`src/rtl/snowbro2_snd_pkg.sv`:
```
// Shared definitions for the Snow Bros 2 sound-bus bridge: bridge FSM
// states, decoded bus targets, YM2151 a0 meaning and counter widths.
package snowbro2_snd_pkg;

   localparam int CNT_W = 2;   // cen pulse / read-wait counter width
   localparam int TMO_W = 10;  // no-cen timeout counter width

   typedef enum logic [1:0] {
      ST_IDLE    = 2'd0,
      ST_WSTROBE = 2'd1,
      ST_RDWAIT  = 2'd2,
      ST_ACK     = 2'd3
   } bus_state_t;

   typedef enum logic [1:0] {
      TGT_NONE = 2'd0,
      TGT_YM   = 2'd1,
      TGT_OKI  = 2'd2,
      TGT_BANK = 2'd3
   } target_t;

   // YM2151 a0: register-select cycle versus data cycle
   localparam logic YM_A0_REG  = 1'b0;
   localparam logic YM_A0_DATA = 1'b1;

   // Exactly one select must be high for a cycle to be accepted
   function automatic target_t decode_target(input logic ym_sel,
                                              input logic oki_sel,
                                              input logic bank_sel);
      target_t t;
      case ({ym_sel, oki_sel, bank_sel})
         3'b100:  t = TGT_YM;
         3'b010:  t = TGT_OKI;
         3'b001:  t = TGT_BANK;
         default: t = TGT_NONE;
      endcase
      return t;
   endfunction

endpackage

```
`src/rtl/snowbro2_cen_hold.sv`:
```
// Counts qualified clock-enable pulses against a limit and flags done when
// the limit-th pulse arrives, or when the engine has been busy for TIMEOUT
// cycles so a paused sound clock can never hang the CPU.
// Ports:
//   CLK, RESET_N   clock, async active-low reset
//   busy           counting window open; counters held at zero otherwise
//   count_en       pulses are counted only while this is high
//   cen            pulse input (already selected by the caller)
//   limit          number of pulses to span
//   done           combinational: exit this cycle
module snowbro2_cen_hold
   import snowbro2_snd_pkg::*;
#(
   parameter logic [TMO_W-1:0] TIMEOUT = 10'd1023
)(
   input  logic             CLK,
   input  logic             RESET_N,
   input  logic             busy,
   input  logic             count_en,
   input  logic             cen,
   input  logic [CNT_W-1:0] limit,
   output logic             done
);

   localparam logic [CNT_W-1:0] CNT_ONE = 2'd1;
   localparam logic [TMO_W-1:0] TMO_ONE = 10'd1;

   logic [CNT_W-1:0] cnt_r;
   logic [TMO_W-1:0] tmo_r;
   logic             pulse_hit_s;

   // Pulse and timeout counters, cleared whenever the window is closed
   always_ff @(posedge CLK or negedge RESET_N) begin
      if (!RESET_N) begin
         cnt_r <= {CNT_W{1'b0}};
         tmo_r <= {TMO_W{1'b0}};
      end else if (!busy) begin
         cnt_r <= {CNT_W{1'b0}};
         tmo_r <= {TMO_W{1'b0}};
      end else begin
         if (count_en && cen) begin
            cnt_r <= cnt_r + CNT_ONE;
         end
         if (tmo_r != TIMEOUT) begin
            tmo_r <= tmo_r + TMO_ONE;
         end
      end
   end

   // The pulse arriving this cycle completes the span, so exit right on it
   always_comb begin
      pulse_hit_s = 1'b0;
      if (count_en && cen && ((cnt_r + CNT_ONE) == limit)) begin
         pulse_hit_s = 1'b1;
      end else begin
         pulse_hit_s = 1'b0;
      end
      done = busy && (pulse_hit_s || (tmo_r == TIMEOUT));
   end

endmodule

```
`src/rtl/snowbro2_sound_bus.sv`:
```
// 68000-side bridge for the Snow Bros 2 sound stage. Turns decoded CPU bus
// cycles into YM2151 / OKI6295 write strobes and read data, and holds the
// OKI ROM bank bit. Write strobes stay low until the target chip's cen has
// sampled them HOLD times; DTACK is withheld until the strobe is released.
// Ports:
//   CLK, RESET_N                 CPU clock, async active-low reset
//   YM2151_CEN, OKI_CEN          sound-chip clock enables
//   YM_SEL, OKI_SEL, BANK_SEL    decoder selects (exactly one per cycle)
//   CPU_A1, CPU_RNW, CPU_LDS_N   68k address bit 1, read/write, lower strobe
//   CPU_DIN / CPU_DOUT           68k data in / read data out
//   CPU_DTACK_N                  68k acknowledge, active low
//   YM2151_CS/WE/WR_CMD/DIN/DOUT YM2151 bus
//   OKI_WE/DIN/DOUT, OKI_BANK    OKI6295 bus and ROM bank
module snowbro2_sound_bus
   import snowbro2_snd_pkg::*;
#(
   parameter logic [CNT_W-1:0] YM_HOLD  = 2'd2,
   parameter logic [CNT_W-1:0] OKI_HOLD = 2'd1,
   parameter logic [CNT_W-1:0] RD_WAIT  = 2'd2,
   parameter logic [TMO_W-1:0] TIMEOUT  = 10'd1023
)(
   input  logic       CLK,
   input  logic       RESET_N,
   input  logic       YM2151_CEN,
   input  logic       OKI_CEN,
   input  logic       YM_SEL,
   input  logic       OKI_SEL,
   input  logic       BANK_SEL,
   input  logic       CPU_A1,
   input  logic       CPU_RNW,
   input  logic       CPU_LDS_N,
   input  logic [7:0] CPU_DIN,
   output logic [7:0] CPU_DOUT,
   output logic       CPU_DTACK_N,
   output logic       YM2151_CS,
   output logic       YM2151_WE,
   output logic       YM2151_WR_CMD,
   output logic [7:0] YM2151_DIN,
   input  logic [7:0] YM2151_DOUT,
   output logic       OKI_WE,
   output logic [7:0] OKI_DIN,
   input  logic [7:0] OKI_DOUT,
   output logic       OKI_BANK
);

   bus_state_t       state_r, state_next_s;
   target_t          tgt_r, start_tgt_s;
   logic             rnw_r, a1_r, lds_prev_r, start_s;
   logic [7:0]       din_r;
   logic             busy_s, count_en_s, hold_cen_s, hold_done_s;
   logic [CNT_W-1:0] hold_limit_s;
   logic             ym_cs_s, oki_strobe_s, dtack_n_s, bank_wr_s, rd_load_s;
   logic [7:0]       rd_data_s;
   logic [7:0]       dout_r, ym_din_r, oki_din_r;
   logic             dtack_n_r, ym_cs_r, ym_we_r, ym_wr_cmd_r, oki_we_r, oki_bank_r;

   // A cycle starts only from IDLE, on a registered LDS fall with one select
   assign start_tgt_s = decode_target(YM_SEL, OKI_SEL, BANK_SEL);
   assign start_s     = (state_r == ST_IDLE) && lds_prev_r && !CPU_LDS_N &&
                        (start_tgt_s != TGT_NONE);

   // FSM state register
   always_ff @(posedge CLK or negedge RESET_N) begin
      if (!RESET_N) begin
         state_r <= ST_IDLE;
      end else begin
         state_r <= state_next_s;
      end
   end

   // FSM next-state logic
   always_comb begin
      state_next_s = state_r;
      case (state_r)
         ST_IDLE: begin
            if (!start_s)                      state_next_s = ST_IDLE;
            else if (CPU_RNW)                  state_next_s = ST_RDWAIT;
            else if (start_tgt_s == TGT_BANK)  state_next_s = ST_ACK;
            else                               state_next_s = ST_WSTROBE;
         end
         ST_WSTROBE, ST_RDWAIT: begin
            if (hold_done_s) state_next_s = ST_ACK;
            else             state_next_s = state_r;
         end
         ST_ACK: begin
            if (CPU_LDS_N) state_next_s = ST_IDLE;
            else           state_next_s = ST_ACK;
         end
         default: state_next_s = ST_IDLE;
      endcase
   end

   // FSM outputs: strobe falls a cycle after entry, rises on the exit cycle
   always_comb begin
      ym_cs_s      = 1'b0;
      oki_strobe_s = 1'b0;
      dtack_n_s    = 1'b1;
      bank_wr_s    = 1'b0;
      rd_load_s    = 1'b0;
      case (state_r)
         ST_WSTROBE: begin
            if (state_next_s == ST_WSTROBE) begin
               ym_cs_s      = (tgt_r == TGT_YM);
               oki_strobe_s = (tgt_r == TGT_OKI);
            end else begin
               ym_cs_s      = 1'b0;
               oki_strobe_s = 1'b0;
            end
         end
         ST_RDWAIT: rd_load_s = (state_next_s == ST_ACK);
         ST_ACK: begin
            dtack_n_s = 1'b0;
            bank_wr_s = (tgt_r == TGT_BANK) && !rnw_r;
         end
         default: begin
            ym_cs_s = 1'b0;
         end
      endcase
   end

   // Select the cen, limit and count qualifier for the shared hold counter
   always_comb begin
      busy_s       = (state_r == ST_WSTROBE) || (state_r == ST_RDWAIT);
      hold_cen_s   = 1'b0;
      count_en_s   = 1'b0;
      hold_limit_s = RD_WAIT;
      case (state_r)
         ST_WSTROBE: begin
            if (tgt_r == TGT_YM) begin
               hold_cen_s   = YM2151_CEN;
               count_en_s   = !ym_we_r;     // only cens the chip sees with WE low
               hold_limit_s = YM_HOLD;
            end else begin
               hold_cen_s   = OKI_CEN;
               count_en_s   = !oki_we_r;
               hold_limit_s = OKI_HOLD;
            end
         end
         ST_RDWAIT: begin
            hold_cen_s   = 1'b1;            // read wait counts plain clock cycles
            count_en_s   = 1'b1;
            hold_limit_s = RD_WAIT;
         end
         default: hold_limit_s = RD_WAIT;
      endcase
   end

   // Read data mux
   always_comb begin
      case (tgt_r)
         TGT_YM:   rd_data_s = YM2151_DOUT;
         TGT_OKI:  rd_data_s = OKI_DOUT;
         TGT_BANK: rd_data_s = {7'b0000000, oki_bank_r};
         default:  rd_data_s = 8'h00;
      endcase
   end

   snowbro2_cen_hold #(.TIMEOUT(TIMEOUT)) u_cen_hold (
      .CLK      (CLK),
      .RESET_N  (RESET_N),
      .busy     (busy_s),
      .count_en (count_en_s),
      .cen      (hold_cen_s),
      .limit    (hold_limit_s),
      .done     (hold_done_s)
   );

   // LDS edge history and capture of the cycle attributes at start
   always_ff @(posedge CLK or negedge RESET_N) begin
      if (!RESET_N) begin
         lds_prev_r <= 1'b1;
         tgt_r      <= TGT_NONE;
         rnw_r      <= 1'b1;
         a1_r       <= 1'b0;
         din_r      <= 8'h00;
      end else begin
         lds_prev_r <= CPU_LDS_N;
         if (start_s) begin
            tgt_r <= start_tgt_s;
            rnw_r <= CPU_RNW;
            a1_r  <= CPU_A1;
            din_r <= CPU_DIN;
         end
      end
   end

   // Registered outputs toward the CPU and both sound chips
   always_ff @(posedge CLK or negedge RESET_N) begin
      if (!RESET_N) begin
         dout_r      <= 8'h00;
         dtack_n_r   <= 1'b1;
         ym_cs_r     <= 1'b0;
         ym_we_r     <= 1'b1;
         ym_wr_cmd_r <= YM_A0_REG;
         ym_din_r    <= 8'h00;
         oki_we_r    <= 1'b1;
         oki_din_r   <= 8'h00;
         oki_bank_r  <= 1'b0;
      end else begin
         dtack_n_r <= dtack_n_s;
         ym_cs_r   <= ym_cs_s;
         ym_we_r   <= !ym_cs_s;
         oki_we_r  <= !oki_strobe_s;
         if (ym_cs_s) begin
            ym_din_r    <= din_r;
            ym_wr_cmd_r <= a1_r ? YM_A0_DATA : YM_A0_REG;
         end
         if (oki_strobe_s) oki_din_r  <= din_r;
         if (bank_wr_s)    oki_bank_r <= din_r[0];
         if (rd_load_s)    dout_r     <= rd_data_s;
      end
   end

   assign CPU_DOUT      = dout_r;
   assign CPU_DTACK_N   = dtack_n_r;
   assign YM2151_CS     = ym_cs_r;
   assign YM2151_WE     = ym_we_r;
   assign YM2151_WR_CMD = ym_wr_cmd_r;
   assign YM2151_DIN    = ym_din_r;
   assign OKI_WE        = oki_we_r;
   assign OKI_DIN       = oki_din_r;
   assign OKI_BANK      = oki_bank_r;

endmodule

```
`config.mk`:
```
export PLATFORM = sky130hd
export DESIGN_NAME = snowbro2_sound_bus
export DESIGN_NICKNAME = d
export VERILOG_FILES = /design/src/rtl/snowbro2_snd_pkg.sv /design/src/rtl/snowbro2_cen_hold.sv /design/src/rtl/snowbro2_sound_bus.sv
export SDC_FILE = /design/constraint.sdc
export NUM_CORES = 1
export LEC_CHECK = 0
export ABC_CLOCK_PERIOD_IN_PS = 2900
export BUFFER_PORTS_ARGS = -buffer_cell sky130_fd_sc_hd__buf_2
export CORE_MARGIN = 3
export CORE_UTILIZATION = 40
export DETAILED_ROUTE_END_ITERATION = 8
export PLACE_DENSITY = 0.69
export SYNTH_ARGS = -nofsm -noshare
export SYNTH_HDL_FRONTEND = slang
export SYNTH_SLANG_ARGS = --single-unit
export TNS_END_PERCENT = 50
```
`constraint.sdc`:
```
create_clock -name CLK -period 2.9 [get_ports CLK]
set_input_delay 0.145 -clock CLK [delete_from_list [all_inputs] [get_ports CLK]]
set_output_delay 0.145 -clock CLK [all_outputs]
set_load 0.005 [all_outputs]
```
==> key figures, run 1 <==
Outcome
  – Status: completed

Floorplan
  – Core ar.: 6390 sq um
  – Num rows: 29
  – Die height: 87.5 um
  – Die W: 87.5 um
  – IO Count: 64
  – Die area: 7650 sq um
  – Initial Util: about two fifths

Synthesis
  – Dominant synthesized flop cell: dfrtp_1
  – Ys async rst share: 100%
  – Yosys top cell area share: around half
  – Average size of a mapped cell: around 13 sq um
  – Post-synthesis sequential area ratio: 54.0%
  – Post-synth EDFFs: 0
  – Top cells by area, synth: dfrtp_1, mux2_2, dfstp_2
  – Synthesized area: 2650 sq um
  – Cell variety after synth: 43
  – Synthesized Nets: 248
  – Post-synth top area cell: dfrtp_1
  – Mapped Cells: approximately 210
  – Ys Warns: 0
  – Synthesis-stage register bit count: 57

Setup path
  – Crit path from: state_r[1]
  – Crit path required time: 3.12 ns
  – Kind of critical path: register to register
  – R2r endpoint: YM2151_DIN[4]
  – Critical R2R Launch: state_r[1]
  – Crit path max fanout: 5
  – Register-to-Register Path Depth: 9
  – CP endpoint: YM2151_DIN[4]
  – Critical Path Start Type: register
  – CP Capture Type: register
  – Worst Path Arrival: 2.91 ns
  – Slack of the worst reg-to-reg path: 0.21 ns

Timing
  – Max-slew violations: 0
  – Final hold viol count: 0
  – Setup-failing EPs final: 0
  – Unrepaired setup endpoints after global routing: false
  – Worst-Margin Slew: 0.966 ns
  – Final worst slack: about 0.21 ns
  – Clock Skew: slightly below 0.007 ns
  – Post-route minimum period: 2.69 ns
  – Setup TNS Final: 0 ns
  – FMAX: 372 MHz
  – Final period util: 92.6%
  – Max_slew headroom: 35.6%
  – Hold Slack: 0.0382 ns

Layout
  – Fin util: 52.4%
  – Antenna cells: 0
  – Share of layout cells above drive strength 1: 47.2%
  – Final nets: 324
  – Area Growth Syn to Fin: 26.2%

Global routing
  – GRT Max-Usage Layer: met2
  – Met1 usage: 20.2%
  – Total GRT Usage: around 15%
  – Grt met3 use: 5.87%
  – Largest net degree at the start of global routing: 46
  – M2 GR Usage: 22.3%
  – Initial antenna violation count: 0
  – Vias in the first global route: 1819
  – GRT Residual Overflow: 0
  – First-pass GRT wire length: 8710 um

Pwr
  – Sequential share of power: between 40 and 50%
  – PwrDens: 575 nW/um^2
  – Switch share: 22.9%
  – Leak: between 0.0015 and 0.002 uW
  – Sw Pwr: 440 uW
  – Internal Power: about 1500 uW
  – Clk pwr share: 43.8%
  – Peak supply drop: roughly 0.39 mV
  – Logic pwr share: ~10%

Placement
  – Dpl ws: 0.185 ns
  – I/O Buffers: 63
  – Placer Congestion: about 0.84
  – DP HPWL: approximately 3700 um

Drt
  – Routed Antenna Nets: 0
  – DRC viols: 0
  – Detailed router's first-iteration violation count: 92
  – DR pass1 iterations: 4
  – Routed len/inst: 14.3 um
  – Vias: 1844
  – Vias per cell: roughly 5
  – Final wirelength: 5260 um

Hold path
  – Worst hold-check path type: input port to register

Clock network
  – Post-CTS Setup Repair Bufs: 0
  – Clock buffer depth: 2
  – H-tree depth: 3
  – CTS tree: built
  – Reg clk slew, reported paths: ~0.070 ns
  – CTS buffer count: 9
  – # clock sinks: 57
  – Clk_lat worst skew: approximately 0.33 ns
  – Clk root buf: clkbuf_8

Run
  – Maximum Capacitance Violations: 0
per-stage QoR:
step | std cells | instance area [sq um] | power (uW)
final | 367 | 3350 | 1930
after global placement | 348 | 3080 | 1090
after global routing | 367 | 3350 | 2020
after detailed placement | 348 | 3080 | 1090
after CTS | 366 | 3330 | 1950
after floorplan | 209 | 2650 | 1010
critical path, cell delays in order (launching register included):
cell and delay, ns:
dfrtp_1 0.41, inv_1 0.10, ha_2 0.23, inv_1 0.06, or3_1 0.38, a2111oi_4 0.40, o22a_2 0.22, nor4b_4 0.22
buf_2 0.21, mux2_2 0.34
metal layers:
layer,up-vias,part of all wire (%)
met5,-,0
met4,0,1.2
met3,10,5.9
met2,46,47
met1,883,46
li1,905,-
power groups by stage:
stage / Sequential, uW / Clock, uW / Combinational [uW]
final: 890 / 842 / 193
after global routing: 896 / 909 / 217
after CTS: 889 / 864 / 195
after detailed placement: 902 / 0 / 192
after global placement: 900 / 0 / 187
after floorplan: 891 / 0 / 122
state kept, by name, summed over array words and instances, names as in the netlist, 2 cells and up:
signal,flops
CPU_DOUT,8
OKI_DIN,8
YM2151_DIN,8
din_r,8
state_r,2
tgt_r,2
u_cen_hold.cnt_r,2
u_cen_hold.tmo_r,10
cells in the mapped netlist (3+ instances only):
cell type / number
mux2_2: 37
nand2_1: 7
dfstp_2: 5
nor2_1: 17
nand3_1: 4
xnor2_1: 3
inv_1: 9
a22o_1: 8
a21oi_1: 5
xor2_1: 6
ha_1: 5
nor2b_1: 4
clkbuf_1: 4
o21ai_0: 3
dfrtp_1: 52
repair_timing:
item	4_1_cts	5_1_grt
hold buffers	2	0
resized for setup	0	5
setup endpoints to repair	0	2
endpoints found under the hold margin	41	0
how the worst min path moves through the flow:
stage                          start     endpoint  slack (ns)  cells past startpoint
after global placement     CPU_LDS_N   lds_prev_r        0.28                      1
after CTS                 CPU_DIN[2]     din_r[2]        0.02                      2
after floorplan              RESET_N  CPU_DOUT[0]       -0.15                      0
after global routing      CPU_DIN[2]     din_r[2]        0.03                      2
final                     CPU_DIN[2]     din_r[2]        0.04                      2
after detailed placement   CPU_LDS_N   lds_prev_r        0.29                      1
placed cells by master (no fill, tap or decap), types with 3 or more instances in the layout:
master | netlist | routed
a21oi_1 | 5 | 5
dfrtp_1 | 52 | 52
buf_2 | 1 | 64
inv_1 | 9 | 9
nor2b_1 | 4 | 3
nor2_1 | 17 | 17
ha_1 | 5 | 4
a22o_1 | 8 | 8
xor2_1 | 6 | 6
dfstp_2 | 5 | 5
nand2_1 | 7 | 7
buf_4 | 2 | 7
clkbuf_8 | 0 | 11
xnor2_1 | 3 | 3
o21ai_0 | 3 | 3
nand3_1 | 4 | 4
mux2_2 | 37 | 37
final cells by class:
type | count | area, sq um
Timing Repair Buffer | 73 | 393
Clock buffer | 12 | 155
Multi-Input combinational cell | 135 | 1160
Fill cell | 565 | 3040
Tap cell | 77 | 96.3
Clock inverter | 4 | 75.1
Inverter | 9 | 33.8
Sequential cell | 57 | 1430
kinds of logic after synthesis:
| family | count (synthesis) | share of synthesized area [%] |
|---|---|---|
| AO/OA/AOI/OAI | 30 | 9.67 |
| buffers and inverters | 17 | 2.73 |
| adder cells (fa/ha/maj) | 5 | 2.36 |
| AND/OR/NAND/NOR | 52 | 11.8 |
| flip-flops | 57 | 54.0 |
| XOR/XNOR | 9 | 2.97 |
| multiplexers | 39 | 16.5 |
Power figures use the tool's default switching activity.
==> run 2, diff against run 1 <==
--- a/config.mk
+++ b/config.mk
@@ -8,9 +8,9 @@
 export ABC_CLOCK_PERIOD_IN_PS = 2900
 export BUFFER_PORTS_ARGS = -buffer_cell sky130_fd_sc_hd__buf_2
 export CORE_MARGIN = 3
-export CORE_UTILIZATION = 40
+export CORE_UTILIZATION = 34
 export DETAILED_ROUTE_END_ITERATION = 8
-export PLACE_DENSITY = 0.69
+export PLACE_DENSITY_LB_ADDON = 0.05
 export SYNTH_ARGS = -nofsm -noshare
 export SYNTH_HDL_FRONTEND = slang
 export SYNTH_SLANG_ARGS = --single-unit
==> run 2 against run 1 <==
Register-to-register slack barely moved. Fmax fell by 0.26%. Power rose by 0.92%. Clock power rose by 1%. Via count rose by 0.22%. Cell area rose by 1.4%. Global-route usage fell by 0.91 points. Final cell count rose by 6.8%. First-iteration DRC count fell by 53%. Critical path depth did not move. Die area rose by 16%. Critical endpoint is now YM2151_DIN[1]. Largest cell class unchanged. Largest power group unchanged. Highest routed layer unchanged.
==> key figures, run 2 (synthesized netlist as in run 1, its figures left out) <==
Layout
  – Multi-input gate area: 1160 sq um (-0.22%)
  – Share of layout cells above drive strength 1: 47.4% (+0.20 points)
  – Commonest cells after routing, fill and taps aside: buf_2, dfrtp_1, mux2_2, nor2_1, clkbuf_8
  – Antenna cells: 0 (unchanged)
  – Final nets: 327 (+0.93%)
  – Max reg flops: 10 (unchanged)
  – Top reg by flops: u_cen_hold.tmo_r
  – # fillers: 724 (+28%)
  – Storage element area: 1430 sq um (unchanged)
  – Commonest non-fill, non-tap cell in the layout: buf_2
  – Area Growth Syn to Fin: 27.9%

Global routing
  – First-pass GRT wire length: 9570 um (+9.9%)
  – Total GRT Usage: 14.2% (-0.91 points)
  – Initial antenna violation count: 0 (unchanged)
  – Largest net degree at the start of global routing: 29 (-37%)
  – Vias in the first global route: 1956 (+7.5%)
  – GRT Residual Overflow: 0 (unchanged)

Setup path
  – Critical Path Start Type: register
  – Crit path max fanout: 5 (unchanged)
  – Worst Path Arrival: 2.92 ns (about the same)
  – CP Capture Type: register
  – Kind of critical path: register to register
  – Crit path required time: 3.13 ns (about the same)

Floorplan
  – Die W: 94.3 um (+7.9%)
  – Core ar.: 7410 sq um (+16%)
  – Num rows: 31 (+6.9%)
  – Die height: 94.3 um (+7.9%)
  – Die area: 8900 sq um (+16%)
  – Initial Util: 35.8% (-5.7 points)
  – IO Count: 64 (unchanged)

Drt
  – DRC viols: 0 (unchanged)
  – DR pass1 iterations: 4 (unchanged)
  – Detailed router's first-iteration violation count: 43 (-53%)
  – Routed len/inst: 14.4 um (+0.48%)
  – Vias per cell: 4.71 (-6.2%)
  – Vias: 1848 (+0.22%)
  – Routed Antenna Nets: 0 (unchanged)
  – Final wirelength: 5640 um (+7.3%)

Pwr
  – Switch share: 23.3% (+0.43 points)
  – Clk pwr share: 43.9% (about the same)
  – Peak supply drop: 0.291 mV (-26%)
  – Sequential share of power: 45.8% (-0.4 points)
  – Sw Pwr: 453 uW (+2.8%)
  – PwrDens: 572 nW/um^2 (-0.46%)
  – Final Power: 1940 uW (+0.92%)
  – Logic pwr share: 10.2% (+0.2 points)
  – Leak: 0.00169 uW (+1.4%)
  – Internal Power: 1490 uW (+0.36%)

Clock network
  – Post-CTS Setup Repair Bufs: 0 (unchanged)
  – H-tree depth: 3 (unchanged)
  – Reg clk slew, reported paths: 0.07 ns (about the same)
  – Clk root buf: clkbuf_8
  – Clock buffer depth: 2 (unchanged)
  – Clk_lat worst skew: 0.34 ns (about the same)
  – CTS tree: built
  – # clock sinks: 57 (unchanged)
  – CTS buffer count: 9 (unchanged)

Timing
  – Worst-Margin Slew: 0.478 ns (-0.488 ns)
  – Setup-failing EPs final: 0 (unchanged)
  – Final hold viol count: 0 (unchanged)
  – Setup TNS Final: 0 ns (unchanged)
  – Clock Skew: 0.00890 ns (+0.00194 ns)
  – Final period util: 92.9% (+0.24 points)
  – Unrepaired setup endpoints after global routing: false
  – Max_slew headroom: 68.0% (+32 points)
  – FMAX: 371 MHz (-0.26%)
  – Post-route minimum period: 2.69 ns (+0.00700 ns)
  – Max-slew violations: 0 (unchanged)

Hold path
  – Worst hold-check path type: input port to register

Placement
  – Placer Congestion: 0.723 (-14%)
  – DP HPWL: 3990 um (+7.2%)
  – I/O Buffers: 63 (unchanged)

Outcome
  – Status: completed

Run
  – Maximum Capacitance Violations: 0 (unchanged)
run 2: cell types whose count changed in the layout (fill, tap and decap cells not counted):
cell        change
buf_4           +3
nor2b_2         -1
inv_6           +1
clkinv_2        +1
nor2b_1         +1
clkinvlp_4      -2
run 2: metal layers:
| layer | share of wire (%) | GRT usage, % | up-vias |
|---|---|---|---|
| li1 | - | - | 902 |
| met1 | 47 | 18.1 | 898 |
| met2 | 46 | 21.6 | 38 |
| met3 | 5.3 | 5.10 | 10 |
| met4 | 1.7 | 6.50 | 0 |
| met5 | 0 | 0 | - |
run 2: layout make-up:
class | count | share of cell area, %
flip-flops and latches | 57 | 42.2
multi-input cells | 135 | 34.2
repair buffers | 76 | 12.2
clock buffers | 12 | 4.57
well taps | 99 | 3.65
clock inverters | 4 | 2.17
inverters | 9 | 0.995
run 2: timing repair:
| action | 4_1_cts | 5_1_grt |
|---|---|---|
| setup endpoints to repair | 0 | 4 |
| endpoints found under the hold margin | 11 | 0 |
| hold buffers | 2 | 0 |
| resized for setup | 0 | 4 |
run 2: power by group through the flow:
| stage | combinational [uW] | sequential, uW | clock [uW] |
|---|---|---|---|
| 4_1_cts | 202 | 890 | 883 |
| 2_1_floorplan | 122 | 891 | 0 |
| 5_1_grt | 223 | 898 | 923 |
| 3_3_place_gp | 198 | 906 | 0 |
| 6_report | 199 | 890 | 854 |
| 3_5_place_dp | 199 | 904 | 0 |
run 2: critical path: stages (launching register included):
cell and delay [ns]:
dfrtp_1 0.41, inv_1 0.10, ha_2 0.22, inv_1 0.06, or3_1 0.38, a2111oi_4 0.41
o22a_2 0.21, nor4b_4 0.22, buf_2 0.22, mux2_2 0.34
run 2: worst paths after layout:
kind                                  from             endpoint  slack, ns  cells after the start
worst max-delay path            state_r[1]        YM2151_DIN[1]       0.21                      9
worst max register to register  state_r[1]        YM2151_DIN[1]       0.21                      9
worst min register to register  OKI_DIN[5]           OKI_DIN[5]       0.50                      1
min in group asynchronous          RESET_N  u_cen_hold.tmo_r[0]       0.21                      2
max in group asynchronous          RESET_N               OKI_WE       2.00                      3
worst min-delay path            CPU_DIN[2]             din_r[2]       0.03                      2
run 2: through the flow:
stage	hold WS [ns]	std cells	utilization (%)	area [sq um]	setup WS [ns]
after floorplan	-0.151	209	-	2650	0.315
after global placement	0.0424	373	42.2	3130	0.242
after detailed placement	0.0448	373	42.2	3130	0.194
after CTS	0.0158	391	45.6	3380	0.178
after global routing	0.0206	392	45.8	3390	0.0314
final	0.0326	392	45.8	3390	0.206
==> run 3, diff against run 2 <==
--- a/config.mk
+++ b/config.mk
@@ -5,7 +5,7 @@
 export SDC_FILE = /design/constraint.sdc
 export NUM_CORES = 1
 export LEC_CHECK = 0
-export ABC_CLOCK_PERIOD_IN_PS = 2900
+export ABC_CLOCK_PERIOD_IN_PS = 3100
 export BUFFER_PORTS_ARGS = -buffer_cell sky130_fd_sc_hd__buf_2
 export CORE_MARGIN = 3
 export CORE_UTILIZATION = 34
==> constraint.sdc (replaced) <==
create_clock -name CLK -period 3.1 [get_ports CLK]
set_input_delay 0.155 -clock CLK [delete_from_list [all_inputs] [get_ports CLK]]
set_output_delay 0.155 -clock CLK [all_outputs]
set_load 0.005 [all_outputs]
==> run 3 against run 2 <==
Non-clock buffer count is 2 lower. Combinational power down 8%. Power decreased by 13%. Register-to-register slack gained 0.19 ns. Clock-buffer cell count decreased by 2. Via count down 0.76%. Die area did not move. First-iteration DRC count up 28%. Critical path type unchanged. Highest routed layer unchanged.
==> key figures, run 3 (synthesized netlist as in run 1, its figures left out) <==
Global routing
  – Initial antenna violation count: 0 (unchanged)
  – GRT Residual Overflow: 0 (unchanged)
  – First-pass GRT wire length: 9070 um (-5.2%)
  – Largest net degree at the start of global routing: 40 (+38%)
  – Vias in the first global route: 1856 (-5.1%)
  – Total GRT Usage: 13.5% (-0.69 points)

Layout
  – Commonest non-fill, non-tap cell in the layout: buf_2
  – Fin util: 45.0% (-0.79 points)
  – Multi-input gate area: 1150 sq um (-0.97%)
  – Top reg by flops: u_cen_hold.tmo_r
  – Final nets: 325 (-0.61%)
  – Area Growth Syn to Fin: 25.7%
  – # fillers: 703 (-2.9%)
  – Max reg flops: 10 (unchanged)
  – Commonest cells after routing, fill and taps aside: buf_2, dfrtp_1, mux2_2, nor2_1, clkbuf_8
  – Storage element area: 1430 sq um (unchanged)
  – Design area: 3340 sq um (-1.7%)
  – Antenna cells: 0 (unchanged)
  – Share of layout cells above drive strength 1: 46.9% (-0.54 points)

Placement
  – I/O Buffers: 63 (unchanged)
  – Placer Congestion: 0.759 (+5.0%)
  – Dpl ws: 0.386 ns (+0.191 ns)
  – Placed cell areas: 3120 sq um (-0.24%)
  – DP HPWL: 4000 um (+0.26%)

Floorplan
  – Initial Util: 35.8% (unchanged)
  – Die W: 94.3 um (unchanged)
  – Die height: 94.3 um (unchanged)
  – IO Count: 64 (unchanged)
  – Core ar.: 7410 sq um (unchanged)
  – Num rows: 31 (unchanged)
  – Die area: 8900 sq um (unchanged)

Timing
  – Final worst slack: 0.395 ns (+0.188 ns)
  – Post-route minimum period: 2.71 ns (+0.0116 ns)
  – Worst-Margin Slew: 0.855 ns (+0.377 ns)
  – Clock Skew: 0.00596 ns (-0.00294 ns)
  – Final period util: 87.3% (-5.6 points)
  – Max-slew violations: 0 (unchanged)
  – Final hold viol count: 0 (unchanged)
  – Hold Slack: 0.0517 ns (+0.0190 ns)
  – Max_slew headroom: 43.0% (-25 points)
  – Setup-failing EPs final: 0 (unchanged)
  – Unrepaired setup endpoints after global routing: false
  – Setup TNS Final: 0 ns (unchanged)
  – FMAX: 370 MHz (-0.43%)

Setup path
  – Worst Path Arrival: 2.92 ns (about the same)
  – Critical Path Max Stage Delay: 0.45 ns (+0.04 ns)
  – Register-to-Register Path Depth: 7 (-2)
  – Crit path cell chain: ha_1 > and3b_1 > nor3b_1 > a2111oi_4 > or3_1 > o211ai_2 > mux2_2
  – Critical path depth in cells: 7 (-2)
  – Top cell family by delay on the critical path: simple AND/OR/NAND/NOR gates
  – CP max stage cell: o211ai_2
  – Crit path required time: 3.31 ns (+0.18 ns)
  – Crit path max fanout: 8 (+3)
  – CP Capture Type: register
  – Critical Path Start Type: register
  – Kind of critical path: register to register
  – CP Buf/Inv Count: 0 (-3)

Clock network
  – CTS buffer count: 9 (unchanged)
  – Clk_lat worst skew: 0.33 ns (about the same)
  – # clock sinks: 57 (unchanged)
  – Post-CTS sizing: 0 (unchanged)
  – Reg clk slew, reported paths: 0.07 ns (about the same)
  – Clk root buf: clkbuf_8
  – CTS hold repair buffers: 2 (unchanged)
  – Clock buffer depth: 2 (unchanged)
  – H-tree depth: 3 (unchanged)
  – CTS tree: built
  – Post-CTS Setup Repair Bufs: 0 (unchanged)

Drt
  – Routed Antenna Nets: 0 (unchanged)
  – Vias per cell: 4.71 (about the same)
  – Final wirelength: 5460 um (-3.3%)
  – Vias: 1834 (-0.76%)
  – Routed len/inst: 14.0 um (-2.6%)
  – Detailed router's first-iteration violation count: 55 (+28%)
  – DRC viols: 0 (unchanged)
  – DR pass1 iterations: 4 (unchanged)

Run
  – Maximum Capacitance Violations: 0 (unchanged)

Hold path
  – Worst hold-check path type: input port to register
  – Hold Path Stages: 2 (unchanged)

Pwr
  – PwrDens: 507 nW/um^2 (-11%)
  – Leak: 0.00167 uW (-1.7%)
  – Peak supply drop: 0.255 mV (-12%)

Outcome
  – Status: completed
[run 3: cell count changes in the layout (fill, tap and decap cells not counted), sizes merged]
cell	delta
bufinv	-1
buf	-2
inv	-1
clkinv	+2
clkinvlp	+1
clkbuf	-2
[run 3: cell type report]
class                           count  area share, %
Inverter                            9           1.01
Timing Repair Buffer               74           12.1
Clock buffer                       10           4.13
Tap cell                           99           3.71
Multi-Input combinational cell    135           34.4
Clock inverter                      5           1.69
Sequential cell                    57           42.9
[run 3: routing by layer]
metal | vias up | track usage [%] | part of all wire (%)
li1 | 900 | - | -
met1 | 887 | 17.6 | 46
met5 | - | 0 | 0
met3 | 5 | 6.53 | 6.7
met2 | 42 | 20.0 | 46
met4 | 0 | 3.97 | 1.1
[run 3: metrics by stage]
step | total power [uW] | cells
finish | 1690 | 389
global placement | 1030 | 372
floorplan | 948 | 209
CTS | 1730 | 389
global route | 1780 | 389
detailed placement | 1030 | 372
[run 3: worst paths after layout]
path	to	from	slack (ns)
worst min-delay path	din_r[2]	CPU_DIN[2]	0.05
max in group asynchronous	CPU_DTACK_N	RESET_N	1.87
min in group asynchronous	YM2151_DIN[3]	RESET_N	0.49
worst min register to register	a1_r	a1_r	0.50
worst max-delay path	CPU_DOUT[4]	state_r[0]	0.39
worst max register to register	CPU_DOUT[4]	state_r[0]	0.39
[run 3: report_power, final]
part / leakage [uW] / total, uW / switching (uW) / internal (uW)
registers: 0.000757 / 831 / 35.0 / 796
logic: 0.000810 / 183 / 85.6 / 97.0
clock network: 0.0000981 / 677 / 290 / 386
